### src/rtl/mc_pkg.sv
// Shared encodings for the multicycle controller: FSM states, ALU operation
// codes, datapath mux selects and the decoded opcode/funct values.
package mc_pkg;

  typedef enum logic [3:0] {
    S_IDLE     = 4'd0,
    S_FETCH    = 4'd1,
    S_DECODE   = 4'd2,
    S_EXEC_R   = 4'd3,
    S_EXEC_I   = 4'd4,
    S_MEM_ADDR = 4'd5,
    S_MEM_RD   = 4'd6,
    S_MEM_WR   = 4'd7,
    S_WB_ALU   = 4'd8,
    S_WB_MEM   = 4'd9,
    S_BRANCH   = 4'd10,
    S_JUMP     = 4'd11,
    S_HALT     = 4'd12
  } state_e;

  typedef enum logic [2:0] {
    ALU_ADD   = 3'd0,
    ALU_SUB   = 3'd1,
    ALU_FUNCT = 3'd2,
    ALU_SLT   = 3'd3
  } alu_op_e;

  // Register-file write address select
  localparam logic [1:0] REG_DST_RT  = 2'd0;
  localparam logic [1:0] REG_DST_RD  = 2'd1;
  localparam logic [1:0] REG_DST_R31 = 2'd2;

  // Register-file write data select
  localparam logic [1:0] M2R_ALUOUT = 2'd0;
  localparam logic [1:0] M2R_MDR    = 2'd1;
  localparam logic [1:0] M2R_PC     = 2'd2;

  // ALU operand B select
  localparam logic [1:0] SRC_B_REG      = 2'd0;
  localparam logic [1:0] SRC_B_FOUR     = 2'd1;
  localparam logic [1:0] SRC_B_SEXT     = 2'd2;
  localparam logic [1:0] SRC_B_SEXT_SH2 = 2'd3;

  // Next-PC select
  localparam logic [1:0] PC_SRC_ALU    = 2'd0;
  localparam logic [1:0] PC_SRC_ALUOUT = 2'd1;
  localparam logic [1:0] PC_SRC_JUMP   = 2'd2;
  localparam logic [1:0] PC_SRC_RS     = 2'd3;

  // Instruction fields
  localparam logic [5:0] OP_RTYPE = 6'b000000;
  localparam logic [5:0] OP_J     = 6'b000010;
  localparam logic [5:0] OP_JAL   = 6'b000011;
  localparam logic [5:0] OP_BEQ   = 6'b000100;
  localparam logic [5:0] OP_BNE   = 6'b000101;
  localparam logic [5:0] OP_ADDI  = 6'b001000;
  localparam logic [5:0] OP_SLTI  = 6'b001010;
  localparam logic [5:0] OP_LW    = 6'b100011;
  localparam logic [5:0] OP_SW    = 6'b101011;
  localparam logic [5:0] FUNCT_JR = 6'b001000;

endpackage

### src/rtl/mc_wait_timer.sv
// Stall counter for memory-wait states. Counts consecutive stalled cycles,
// clears whenever the controller is not stalling, and flags expiry on the
// TIMEOUT-th consecutive stalled cycle so the FSM can leave that same cycle.
module mc_wait_timer #(
  parameter int TIMEOUT = 16
) (
  input  logic clk_i,
  input  logic rst_i,
  input  logic stall_i,
  input  logic clear_i,
  output logic expired_o
);

  localparam int CW = $clog2(TIMEOUT + 1);

  logic [CW-1:0] count_q;

  // Stall cycle counter; reset and clear both return it to zero.
  // NOTE: sequential state uses <= so every flop samples pre-edge values.
  always_ff @(posedge clk_i or negedge rst_i) begin
    if (!rst_i) begin
      count_q <= '0;
    end else if (clear_i) begin
      count_q <= '0;
    end else if (stall_i) begin
      count_q <= count_q + 1'b1;
    end
  end

  assign expired_o = stall_i && (count_q == CW'(TIMEOUT - 1));

endmodule

### src/rtl/multicycle_ctrl.sv
// Multicycle MIPS-subset control FSM. Drives datapath strobes and mux selects
// from the current state, tracks retired instructions and a sticky fault flag,
// and halts when a memory access stalls for TIMEOUT cycles.
module multicycle_ctrl
  import mc_pkg::*;
#(
  parameter int TIMEOUT = 16
) (
  input  logic        clk_i,
  input  logic        rst_i,
  input  logic        start_i,
  input  logic [5:0]  opcode_i,
  input  logic [5:0]  funct_i,
  input  logic        zero_i,
  input  logic        mem_ready_i,
  output logic        pc_write_o,
  output logic        ir_write_o,
  output logic        iord_o,
  output logic        mem_read_o,
  output logic        mem_write_o,
  output logic        reg_write_o,
  output logic        alu_src_a_o,
  output logic [1:0]  reg_dst_o,
  output logic [1:0]  mem_to_reg_o,
  output logic [1:0]  alu_src_b_o,
  output logic [1:0]  pc_src_o,
  output logic [2:0]  alu_op_o,
  output logic [3:0]  state_o,
  output logic        error_o,
  output logic [31:0] retired_o
);

  state_e      state_q, state_d;
  logic        error_q, error_d;
  logic [31:0] retired_q, retired_d;
  logic        stall;
  logic        expired;

  // A stall is a memory-wait state whose access has not completed yet.
  assign stall = ((state_q == S_FETCH) || (state_q == S_MEM_RD) ||
                  (state_q == S_MEM_WR)) && !mem_ready_i;

  mc_wait_timer #(.TIMEOUT(TIMEOUT)) u_wait_timer (
    .clk_i     (clk_i),
    .rst_i     (rst_i),
    .stall_i   (stall),
    .clear_i   (!stall),
    .expired_o (expired)
  );

  // State, fault flag and retire counter registers.
  always_ff @(posedge clk_i or negedge rst_i) begin
    if (!rst_i) begin
      state_q   <= S_IDLE;
      error_q   <= 1'b0;
      retired_q <= '0;
    end else begin
      state_q   <= state_d;
      error_q   <= error_d;
      retired_q <= retired_d;
    end
  end

  // Next-state, control outputs, fault and retire updates from current state.
  // NOTE: every output gets a default first, so no path can infer a latch.
  always_comb begin
    state_d      = state_q;
    error_d      = error_q;
    retired_d    = retired_q;
    pc_write_o   = 1'b0;
    ir_write_o   = 1'b0;
    iord_o       = 1'b0;
    mem_read_o   = 1'b0;
    mem_write_o  = 1'b0;
    reg_write_o  = 1'b0;
    alu_src_a_o  = 1'b0;
    reg_dst_o    = REG_DST_RT;
    mem_to_reg_o = M2R_ALUOUT;
    alu_src_b_o  = SRC_B_REG;
    pc_src_o     = PC_SRC_ALU;
    alu_op_o     = ALU_ADD;

    case (state_q)
      S_IDLE: begin
        if (start_i) state_d = S_FETCH;
      end
      S_FETCH: begin
        mem_read_o  = 1'b1;
        alu_src_b_o = SRC_B_FOUR;
        if (mem_ready_i) begin
          ir_write_o = 1'b1;
          pc_write_o = 1'b1;
          state_d    = S_DECODE;
        end else if (expired) begin
          error_d = 1'b1;
          state_d = S_HALT;
        end
      end
      S_DECODE: begin
        // Precompute the branch target into ALUOut while decoding.
        alu_src_b_o = SRC_B_SEXT_SH2;
        case (opcode_i)
          OP_RTYPE:         state_d = (funct_i == FUNCT_JR) ? S_JUMP : S_EXEC_R;
          OP_ADDI, OP_SLTI: state_d = S_EXEC_I;
          OP_LW, OP_SW:     state_d = S_MEM_ADDR;
          OP_BEQ, OP_BNE:   state_d = S_BRANCH;
          OP_J, OP_JAL:     state_d = S_JUMP;
          default: begin
            error_d = 1'b1;
            state_d = S_FETCH;
          end
        endcase
      end
      S_EXEC_R: begin
        alu_src_a_o = 1'b1;
        alu_op_o    = ALU_FUNCT;
        reg_dst_o   = REG_DST_RD;
        state_d     = S_WB_ALU;
      end
      S_EXEC_I: begin
        alu_src_a_o = 1'b1;
        alu_src_b_o = SRC_B_SEXT;
        alu_op_o    = (opcode_i == OP_SLTI) ? ALU_SLT : ALU_ADD;
        state_d     = S_WB_ALU;
      end
      S_WB_ALU: begin
        reg_write_o = 1'b1;
        reg_dst_o   = (opcode_i == OP_RTYPE) ? REG_DST_RD : REG_DST_RT;
        retired_d   = retired_q + 32'd1;
        state_d     = S_FETCH;
      end
      S_MEM_ADDR: begin
        alu_src_a_o = 1'b1;
        alu_src_b_o = SRC_B_SEXT;
        state_d     = (opcode_i == OP_SW) ? S_MEM_WR : S_MEM_RD;
      end
      S_MEM_RD: begin
        mem_read_o = 1'b1;
        iord_o     = 1'b1;
        if (mem_ready_i) begin
          state_d = S_WB_MEM;
        end else if (expired) begin
          error_d = 1'b1;
          state_d = S_HALT;
        end
      end
      S_MEM_WR: begin
        mem_write_o = 1'b1;
        iord_o      = 1'b1;
        if (mem_ready_i) begin
          retired_d = retired_q + 32'd1;
          state_d   = S_FETCH;
        end else if (expired) begin
          error_d = 1'b1;
          state_d = S_HALT;
        end
      end
      S_WB_MEM: begin
        reg_write_o  = 1'b1;
        mem_to_reg_o = M2R_MDR;
        retired_d    = retired_q + 32'd1;
        state_d      = S_FETCH;
      end
      S_BRANCH: begin
        alu_src_a_o = 1'b1;
        alu_op_o    = ALU_SUB;
        pc_src_o    = PC_SRC_ALUOUT;
        pc_write_o  = (opcode_i == OP_BNE) ? ~zero_i : zero_i;
        retired_d   = retired_q + 32'd1;
        state_d     = S_FETCH;
      end
      S_JUMP: begin
        pc_write_o = 1'b1;
        pc_src_o   = (opcode_i == OP_RTYPE) ? PC_SRC_RS : PC_SRC_JUMP;
        if (opcode_i == OP_JAL) begin
          reg_write_o  = 1'b1;
          reg_dst_o    = REG_DST_R31;
          mem_to_reg_o = M2R_PC;
        end
        retired_d = retired_q + 32'd1;
        state_d   = S_FETCH;
      end
      S_HALT: begin
        state_d = S_HALT;
      end
      default: begin
        state_d = S_IDLE;
      end
    endcase
  end

  assign state_o   = state_q;
  assign error_o   = error_q;
  assign retired_o = retired_q;

endmodule

### config.mk
export PLATFORM = sky130hd
export DESIGN_NAME = multicycle_ctrl
export DESIGN_NICKNAME = d
export VERILOG_FILES = /design/src/rtl/mc_pkg.sv /design/src/rtl/mc_wait_timer.sv /design/src/rtl/multicycle_ctrl.sv
export SDC_FILE = /design/constraint.sdc
export NUM_CORES = 1
export LEC_CHECK = 0
export ABC_AREA = 1
export CAP_MARGIN = 5
export CORE_MARGIN = 8
export CORE_UTILIZATION = 30
export CTS_CLUSTER_SIZE = 40
export DETAILED_ROUTE_END_ITERATION = 6
export PLACE_DENSITY = 0.52
export REMOVE_ABC_BUFFERS = 1
export SETUP_SLACK_MARGIN = 0.4
export SLEW_MARGIN = 30
export SYNTH_ARGS = -nofsm -noshare
export SYNTH_HDL_FRONTEND = slang
export SYNTH_HIERARCHICAL = 1
export SYNTH_SLANG_ARGS = --single-unit
### constraint.sdc
create_clock -name clk_i -period 1.9 [get_ports clk_i]
set_input_delay 0.38 -clock clk_i [delete_from_list [all_inputs] [get_ports clk_i]]
set_output_delay 0.38 -clock clk_i [all_outputs]
set_load 0.1 [all_outputs]
==> results of run 1 <==
registers in the layout, summed over array words and instances (netlist names):
signal,flops
retired_o,32
u_wait_timer/count_q,5
state_o,4
error_o,1
cell type report:
cell class | instances | area (um2) | area share (%)
inverters | 63 | 253 | 4.45
repair buffers | 150 | 1950 | 34.3
flip-flops and latches | 42 | 1060 | 18.6
multi-input cells | 351 | 2140 | 37.7
clock buffers | 5 | 68.8 | 1.21
clock inverters | 3 | 40.0 | 0.705
repair inverters | 1 | 7.51 | 0.132
well taps | 133 | 166 | 2.93
worst max-delay path by stage:
stage,start,endpoint,slack [ns],cells after the start
2_1_floorplan,state_o[3],mem_to_reg_o[1],-3.97,4
5_1_grt,state_o[2],pc_src_o[0],-0.19,7
3_3_place_gp,opcode_i[5],pc_write_o,-0.26,8
3_5_place_dp,opcode_i[5],reg_dst_o[0],-0.34,6
4_1_cts,state_o[3],reg_dst_o[0],-0.05,6
6_report,state_o[2],pc_src_o[0],-0.12,7
cells in the final DEF, fill, tap and decap left out, types with 2 or more instances in the layout:
cell / count
dfrtp_2: 5
nand3_4: 5
nor2_1: 57
dfrtp_1: 37
inv_1: 46
nand3b_1: 3
xor2_1: 6
o21ai_4: 2
inv_4: 5
buf_6: 23
o21ai_2: 2
o21ai_1: 4
nor2_4: 17
nand3_2: 9
o21ai_0: 3
clkdlybuf4s15_2: 2
nand2_2: 16
ha_1: 2
buf_4: 55
xnor2_2: 6
inv_2: 11
nor2_2: 6
nand2_1: 152
nand2_4: 10
nand2_8: 4
clkinv_2: 2
xnor2_1: 3
buf_12: 56
clkdlybuf4s50_1: 9
a21oi_2: 2
clkbuf_8: 5
nand3_1: 24
buf_2: 2
clkinvlp_4: 2
nand4_1: 5
metal layers:
metal  share of wire (%)  wire length, um  global-route usage [%]
met1                  44             4670                    19.7
met2                  48             5120                    25.2
met4                 1.1              114                    3.63
met3                 6.3              664                    4.01
met5                   0                0                       0
repair_timing:
item                                    CTS  global route
endpoints found under the setup margin   58            63
gates resized for setup                 118            64
pin swaps                                20            38
cloned                                    2             0
hold buffers                              0             0
setup buffers                            28            23
report_power, final:
group          switching, uW  internal (uW)  total (uW)
sequential               197            998        1190
clock                    342            388         730
combinational           2590           1680        4270
total                   3130           3060        6200
metrics by stage:
step / setup TNS, ns / worst slack, ns / hold WS (ns) / power (uW) / utilization, %
2_1_floorplan: -54.59 / -3.97 / 0.0844 / 3070 / -
3_3_place_gp: -1.58 / -0.263 / 0.492 / 4370 / 46.7
3_5_place_dp: -2.04 / -0.344 / 0.497 / 4390 / 46.7
4_1_cts: -0.255 / -0.0487 / 0.168 / 5660 / 53.7
5_1_grt: -1.84 / -0.186 / 0.207 / 6460 / 58.4
6_report: -0.739 / -0.118 / 0.142 / 6200 / 58.4
cells in the mapped netlist (all sizes together) (3+ instances only):
| library cell | number | area share (%) |
|---|---|---|
| nand3 | 38 | 6.5 |
| nand2 | 181 | 24 |
| nand4 | 5 | 1.0 |
| xnor2 | 9 | 2.6 |
| dfrtp | 42 | 35 |
| nor2 | 80 | 12 |
| ha | 3 | 1.3 |
| inv | 63 | 8.1 |
| buf | 8 | 2.7 |
| o21ai | 11 | 1.8 |
| a21oi | 4 | 0.79 |
| nand3b | 3 | 0.75 |
| xor2 | 6 | 1.8 |
cells by family after synthesis:
family	Yosys count	share of synthesized area, %
AND/OR/NAND/NOR	310	44.3
buffers and inverters	71	10.7
AO/OA/AOI/OAI	21	4.17
adder cells (fa/ha/maj)	3	1.25
other	1	0.125
flip-flops	42	35.0
XOR/XNOR	15	4.38
==> run_results.csv, run 1 <==
group,metric,value,unit
run_status,status,"finished with violations",
run_status,violations,"setup timing",
sta,fmax,496,MHz
logic_synthesis,yosys_register_bits,42,
placement,dp_hpwl,7.11,mm
finish,instances_no_fill,748,
setup_path,critPathRequiredTime,1.52,ns
sta,relSlewSlack,63.7,%
placement,gp_congestion,0.843,
clocking,cts_root_buffer,"clkbuf_8",
detailed_routing,wire_per_inst,14.1,um
clocking,numCtsBuffers,5,
finish,diodes,0,
placement,portBuffers,70,
clocking,cts_buffer_depth,2,
detailed_routing,via_per_inst,4.60,
sta,rsz0062_at_grt,"true",
clocking,cts_tree,"done",
power,ir_drop,0.00156,V
global_route,grt_max_degree,43,
logic_synthesis,synth_area,3000,um2
global_route,grt_pass1_vias,3429,
flow_run,max_cap_violations,0,
global_route,grt_overflow_total,0,
setup_path,worstPathCellList,"inv_2, nand2_4, nor2_4, inv_4, o21ai_4, buf_6, buf_12",
power,power_leakage,0.00256,uW
detailed_routing,wirelength,10.6,mm
floorplan,num_rows,36,
finish,drive_gt1_share,41.6,%
clocking,htreeDepth,2,
sta,hold_violations,0,
setup_path,cp-start-kind,"flip-flop",
sta,slew_viol_final,0,
setup_path,arrival,1.64,ns
setup_path,crit_buf_inv,4,
sta,period_share,106,%
finish,syn_to_final_growth,89.4,%
floorplan,boundaryPins,72,
setup_path,critPathTopFamily,"flip-flops",
setup_path,max_stage_delay,0.47,ns
detailed_routing,firstDrtPassIters,5,
setup_path,cp-end-kind,"primary output",
sta,fin_worst_skew,0.00517,ns
setup_path,path_class,"reg2out",
finish,final_cell_area,5680,um2
detailed_routing,route.antenna.remaining_nets,0,
global_route,antenna_found_initial,0,
finish,final_nets,634,
setup_path,rr_worst_depth,14,
logic_synthesis,ys_async_sr_fraction,100,%
clocking,clk_latency,0.30,ns
setup_path,r2r-start,"state_o[3]",
detailed_routing,num_vias,3439,
detailed_routing,drc,0,
setup_path,crit_fanout,4,
logic_synthesis,synth-main-ff-cell,"dfrtp_1",
placement,place_inst,687,
sta,final-setup-viol-count,14,
clocking,clkSlewWorstSetupHoldPaths,0.09,ns
finish,final.fill_count,851,
power,pwr_density_cell,1090,nW/um2
logic_synthesis,syn_area_per_cell,6.48,um2
logic_synthesis,yosysSeqAreaShare,35.0,%
hold_path,min_path_type,"in2async",
logic_synthesis,synth_cell_type_count,32,
setup_path,critPathSlowestCell,"dfrtp_2",
floorplan,die_w,116,um
clocking,cts_sinks,42,
sta,layout_setup_ws,-0.118,ns
setup_path,reg2reg_setup_slack,0.07,ns
placement,place_area,4540,um2
logic_synthesis,synth_edf_count,0,
sta,worstMarginPinSlew,0.544,ns
floorplan,design.core.area,9730,um2
logic_synthesis,syn_inst,463,
sta,layout_min_cycle_time,2.02,ns
floorplan,fp.dieArea,13500,um2
floorplan,initial_core_util,30.8,%
global_route,grt_pass1_wl,16.7,mm
logic_synthesis,yosys_warnings,6,
setup_path,regToRegEndpoint,"state_o[0]",
detailed_routing,drtIter0Drc,162,
floorplan,die-height,116,um
global_route,track_usage,15.4,%
No activity file was read; power rests on OpenSTA's default activity.
==> inputs of run 2 (changes only) <==
--- a/config.mk
+++ b/config.mk
@@ -11,6 +11,7 @@
 export CORE_UTILIZATION = 30
 export CTS_CLUSTER_SIZE = 40
 export DETAILED_ROUTE_END_ITERATION = 6
+export GPL_TIMING_DRIVEN = 0
 export PLACE_DENSITY = 0.52
 export REMOVE_ABC_BUFFERS = 1
 export SETUP_SLACK_MARGIN = 0.4
==> run 2 against run 1 <==
The flow still finishes with violations (setup timing). Via count fell by 5.6%. Die area did not move. Hold slack got worse by 0.077 ns. Total power fell by 9.5%. Worst setup slack improved by 0.021 ns. Highest routed layer unchanged. Routed wire length fell by 6.4%. Global-route usage fell by 1.1 points. Largest power group unchanged.
==> run_results.csv, run 2 (synthesized netlist as in run 1, its figures left out) <==
group,metric,value,unit
finish,final_cell_area,4920,um2
detailed_routing,wire_per_inst,13.9,um
sta,relSlewSlack,63.2,%
finish,final_nets,597,
finish,syn_to_final_growth,64.0,%
global_route,grt_pass1_wl,15.5,mm
global_route,grt_max_degree,43,
clocking,htreeDepth,2,
clocking,cts_root_buffer,"clkbuf_8",
clocking,cts_buffer_depth,2,
placement,pre_cts_slack,-1.34,ns
sta,tns,-0.660,ns
clocking,cts_sinks,42,
finish,layout_commonest_cell,"nand2_1",
floorplan,die-height,116,um
detailed_routing,firstDrtPassIters,4,
floorplan,initial_core_util,30.8,%
setup_path,cp-end-kind,"primary output",
detailed_routing,via_per_inst,4.56,
setup_path,cp-start-kind,"flip-flop",
power,p_total,5610,uW
floorplan,design.core.area,9730,um2
global_route,grt_pass1_vias,3111,
setup_path,path_class,"reg2out",
clocking,cts_tree,"done",
finish,largest_reg_flops,32,
finish,diodes,0,
sta,final-setup-viol-count,13,
setup_path,arrival,1.62,ns
floorplan,die_w,116,um
sta,layout_min_cycle_time,2.00,ns
sta,rsz0062_at_grt,"true",
power,power_leakage,0.00226,uW
sta,period_share,105,%
setup_path,critPathRequiredTime,1.52,ns
clocking,numCtsBuffers,5,
flow_run,max_cap_violations,0,
detailed_routing,drc,0,
finish,layout_common_cells,"147 x nand2_1, 55 x nor2_1, 53 x buf_4",
setup_path,crit_fanout,8,
sta,hold_violations,0,
placement,dp_hpwl,6.57,mm
finish,drive_gt1_share,37.2,%
global_route,grt_overflow_total,0,
placement,place_inst,658,
sta,layout_setup_ws,-0.0966,ns
detailed_routing,drtIter0Drc,121,
placement,place_area,3780,um2
power,pwr_density_cell,1140,nW/um2
detailed_routing,route.antenna.remaining_nets,0,
hold_path,min_path_type,"in2async",
power,ir_drop,0.00108,V
floorplan,boundaryPins,72,
clocking,ctsHoldBuffers,0,
placement,portBuffers,70,
sta,fin_worst_skew,0.00510,ns
setup_path,max_stage_delay,0.50,ns
global_route,track_usage,14.3,%
detailed_routing,wirelength,9.88,mm
sta,fmax,501,MHz
detailed_routing,num_vias,3245,
finish,instances_no_fill,711,
clocking,clk_latency,0.30,ns
clocking,clkSlewWorstSetupHoldPaths,0.08,ns
floorplan,fp.dieArea,13500,um2
setup_path,cp_common_cell,"nor2_4",
setup_path,worstPathCellList,"nor2_4, nand3_4, nor2_4, inv_2, nand3_2, buf_12",
floorplan,num_rows,36,
sta,worstMarginPinSlew,0.551,ns
placement,gp_congestion,0.826,
global_route,antenna_found_initial,0,
run_status,status,"finished with violations",
sta,slew_viol_final,0,
setup_path,critPathSlowestCell,"dfrtp_2",
run_status,violations,"setup timing",
==> run 2: changes by cell type in the layout (fill, tap and decap cells not counted), moves of 2 or more <==
| cell | previous run | this run |
|---|---|---|
| buf_12 | 56 | 22 |
| buf_2 | 2 | 0 |
| buf_4 | 55 | 53 |
| buf_6 | 23 | 20 |
| buf_8 | 1 | 3 |
| clkdlybuf4s15_2 | 2 | 0 |
| dlygate4sd2_1 | 1 | 7 |
| inv_2 | 11 | 7 |
| inv_4 | 5 | 7 |
| nand2_1 | 152 | 147 |
| nand2_2 | 16 | 21 |
| nand3_1 | 24 | 26 |
| nor2_1 | 57 | 55 |
| nor2_2 | 6 | 8 |
==> run 2: through the flow <==
| step | util, % | hold WS [ns] |
|---|---|---|
| floorplan | - | 0.0844 |
| global placement | 38.9 | 0.462 |
| detailed placement | 38.9 | 0.410 |
| CTS | 45.5 | 0.0799 |
| global route | 50.5 | 0.107 |
| finish | 50.5 | 0.0653 |
==> run 2: power by group <==
| group | switching [uW] | leakage (uW) | internal, uW |
|---|---|---|---|
| registers | 166 | 0.000558 | 996 |
| clock network | 323 | 0.0000482 | 294 |
| logic | 2480 | 0.00165 | 1350 |
==> run 2: final timing paths <==
path	startpoint	to	slack (ns)	depth (start not counted)
min reg2reg	error_o	error_o	0.48	2
min	rst_i	retired_o[10]	0.07	1
max reg2reg	state_o[3]	state_o[0]	0.12	13
max in group asynchronous	rst_i	state_o[1]	1.43	1
max	state_o[3]	pc_write_o	-0.1	6
min in group clk_i	error_o	error_o	0.48	2
==> run 2: timing repair <==
action | in CTS | in global routing
gates resized for setup | 458 | 101
pin swaps | 15 | 19
gates cloned | 1 | 0
setup buffers | 27 | 17
endpoints found under the setup margin | 93 | 71
hold endpoints to repair | 0 | 0
==> run 2: per-layer routing <==
metal  track usage, %  up-vias  routed length (um)
met4             4.15        0                 164
met5                0        -                   0
met2             22.9       67                4760
li1                 -     1650                   -
met3             4.01       11                 563
met1             18.3     1517                4390
==> run 2: critical path, delay by kind of cell (launching register included) <==
| family | cells | cell delay [ns] |
|---|---|---|
| AND/OR/NAND/NOR | 4 | 0.59 |
| flip-flops | 1 | 0.50 |
| buffers and inverters | 2 | 0.22 |
==> run 2: final cells by class <==
type | count | area [um2]
timing repair buffer | 114 | 1260
clock buffer | 7 | 86.3
clock inverter | 1 | 5.00
sequential | 42 | 1060
inverter | 63 | 263
multi-input combinational | 351 | 2080
tap | 133 | 166
fill | 955 | 4810
==> inputs of run 3 (changes only) <==
--- a/config.mk
+++ b/config.mk
@@ -13,6 +13,7 @@
 export DETAILED_ROUTE_END_ITERATION = 6
 export GPL_TIMING_DRIVEN = 0
 export PLACE_DENSITY = 0.52
+export RECOVER_POWER = 100
 export REMOVE_ABC_BUFFERS = 1
 export SETUP_SLACK_MARGIN = 0.4
 export SLEW_MARGIN = 30
==> run 3 against run 2 <==
The flow still finishes with violations (setup timing). Highest routed layer unchanged. Count of clock-buffer cells in the layout unchanged. Total power is 1.3% lower. Routed wire length up 0.17%. Hold slack better by 0.21 ns. Non-clock buffer count did not move. Final area down 1.8%. Largest power group unchanged.
==> run_results.csv, run 3 (synthesized netlist as in run 1, its figures left out) <==
group,metric,value,unit
placement,gp_congestion,0.826,
setup_path,cp-start-kind,"flip-flop",
sta,fmax,501,MHz
setup_path,crit_fanout,8,
sta,worstMarginPinSlew,1.08,ns
setup_path,rr_worst_depth,13,
finish,syn_to_final_growth,61.1,%
sta,fin_worst_skew,0.00468,ns
global_route,grt_pass1_vias,3111,
finish,drive_gt1_share,37.2,%
setup_path,critPathRequiredTime,1.52,ns
detailed_routing,wire_per_inst,13.9,um
setup_path,critPathTopFamily,"simple AND/OR/NAND/NOR gates",
sta,layout_setup_ws,-0.0966,ns
finish,layout_commonest_cell,"nand2_1",
global_route,grt_overflow_total,0,
setup_path,max_stage_delay,0.50,ns
global_route,grt_pass1_wl,15.5,mm
clocking,cts_sinks,42,
hold_path,min_path_type,"in2async",
setup_path,crit_start,"state_o[3]",
detailed_routing,drtIter0Drc,111,
detailed_routing,drc,0,
setup_path,crit_buf_inv,2,
floorplan,die-height,116,um
detailed_routing,num_vias,3246,
finish,final.fill_count,963,
setup_path,r2r-start,"state_o[3]",
finish,layout_common_cells,"147 x nand2_1, 55 x nor2_1, 47 x inv_1",
clocking,cts_tree,"done",
sta,slew_viol_final,0,
floorplan,initial_core_util,30.8,%
finish,multi_input_area,2080,um2
setup_path,arrival,1.62,ns
sta,rsz0062_at_grt,"true",
floorplan,die_w,116,um
global_route,grt_max_degree,43,
sta,period_share,105,%
run_status,violations,"setup timing",
power,pwr_density_cell,1150,nW/um2
placement,portBuffers,70,
global_route,antenna_found_initial,0,
finish,final_nets,597,
setup_path,reg2reg_setup_slack,0.12,ns
floorplan,num_rows,36,
sta,final-setup-viol-count,13,
setup_path,path_class,"reg2out",
floorplan,fp.dieArea,13500,um2
clocking,numCtsBuffers,5,
power,power_leakage,0.00223,uW
placement,place_inst,658,
power,ir_drop,0.00108,V
floorplan,boundaryPins,72,
global_route,track_usage,14.3,%
setup_path,regToRegEndpoint,"state_o[0]",
sta,relSlewSlack,28.1,%
placement,pre_cts_slack,-1.34,ns
flow_run,max_cap_violations,0,
detailed_routing,firstDrtPassIters,4,
clocking,clk_latency,0.30,ns
run_status,status,"finished with violations",
detailed_routing,wirelength,9.90,mm
sta,hold_violations,0,
finish,instances_no_fill,711,
finish,largest_reg_flops,32,
clocking,cts_buffer_depth,2,
clocking,ctsHoldBuffers,0,
detailed_routing,via_per_inst,4.57,
sta,layout_min_cycle_time,2.00,ns
detailed_routing,route.antenna.remaining_nets,0,
setup_path,worstPathCellList,"nor2_4, nand3_4, nor2_4, inv_2, nand3_2, buf_12",
setup_path,cp_common_cell,"nor2_4",
setup_path,critPathSlowestCell,"dfrtp_2",
finish,fin_util,49.7,%
finish,diodes,0,
clocking,clkSlewWorstSetupHoldPaths,0.08,ns
clocking,htreeDepth,2,
setup_path,cp-end-kind,"primary output",
floorplan,design.core.area,9730,um2
placement,dp_hpwl,6.57,mm
sta,hold_slack,0.271,ns
finish,seq_area,1060,um2
power,p_total,5540,uW
clocking,cts_root_buffer,"clkbuf_8",
## run 3: per-stage QoR
step | instance area (um2) | setup TNS, ns
floorplan | 2920 | -54.59
global placement | 3790 | -55.39
detailed placement | 3780 | -22.00
CTS | 4420 | -0.158
global route | 4830 | -1.46
finish | 4830 | -0.660
## run 3: final cells by class
type | instances | area share [%]
Clock inverter | 1 | 0.104
Multi-Input combinational cell | 351 | 43.1
Timing Repair Buffer | 114 | 24.2
Tap cell | 133 | 3.44
Clock buffer | 7 | 1.79
Sequential cell | 42 | 21.9
Inverter | 63 | 5.44
## run 3: worst max path at each step
stage | endpoint | slack (ns) | depth (start not counted)
after floorplan | mem_to_reg_o[1] | -3.97 | 4
after global placement | pc_write_o | -1.33 | 7
after detailed placement | pc_write_o | -1.34 | 7
after CTS | alu_op_o[1] | -0.04 | 6
after global routing | pc_write_o | -0.14 | 6
final | pc_write_o | -0.1 | 6
## run 3: timing repair
action,CTS,global route
gates resized for setup,458,101
cloned,1,0
setup buffers,27,17
endpoints found under the setup margin,93,71
pin swaps,15,19
## run 3: worst register-to-register path, cell delays in order (launching register included)
cell and delay [ns]:
dfrtp_2 0.50, nor2_4 0.17, nand3_4 0.14, buf_4 0.17, nand2_4 0.07, nand2_4 0.08
inv_6 0.10, nand2_1 0.07, inv_2 0.09, nor2_1 0.06, nand2_1 0.08, nand3_2 0.07
nand2_1 0.06, inv_1 0.03
## run 3: power breakdown
group / internal, uW / switching, uW / total (uW)
clock network: 294 / 323 / 617
logic: 1290 / 2470 / 3760
registers: 996 / 167 / 1160
## run 3: per-layer routing
metal	wire, um	part of all wire, %	global-route usage (%)	up-vias
met2	4750	48	22.9	67
met1	4440	45	18.3	1518
met3	549	5.5	4.01	11
met4	164	1.7	4.15	0
met5	0	0	0	-
li1	-	-	-	1650
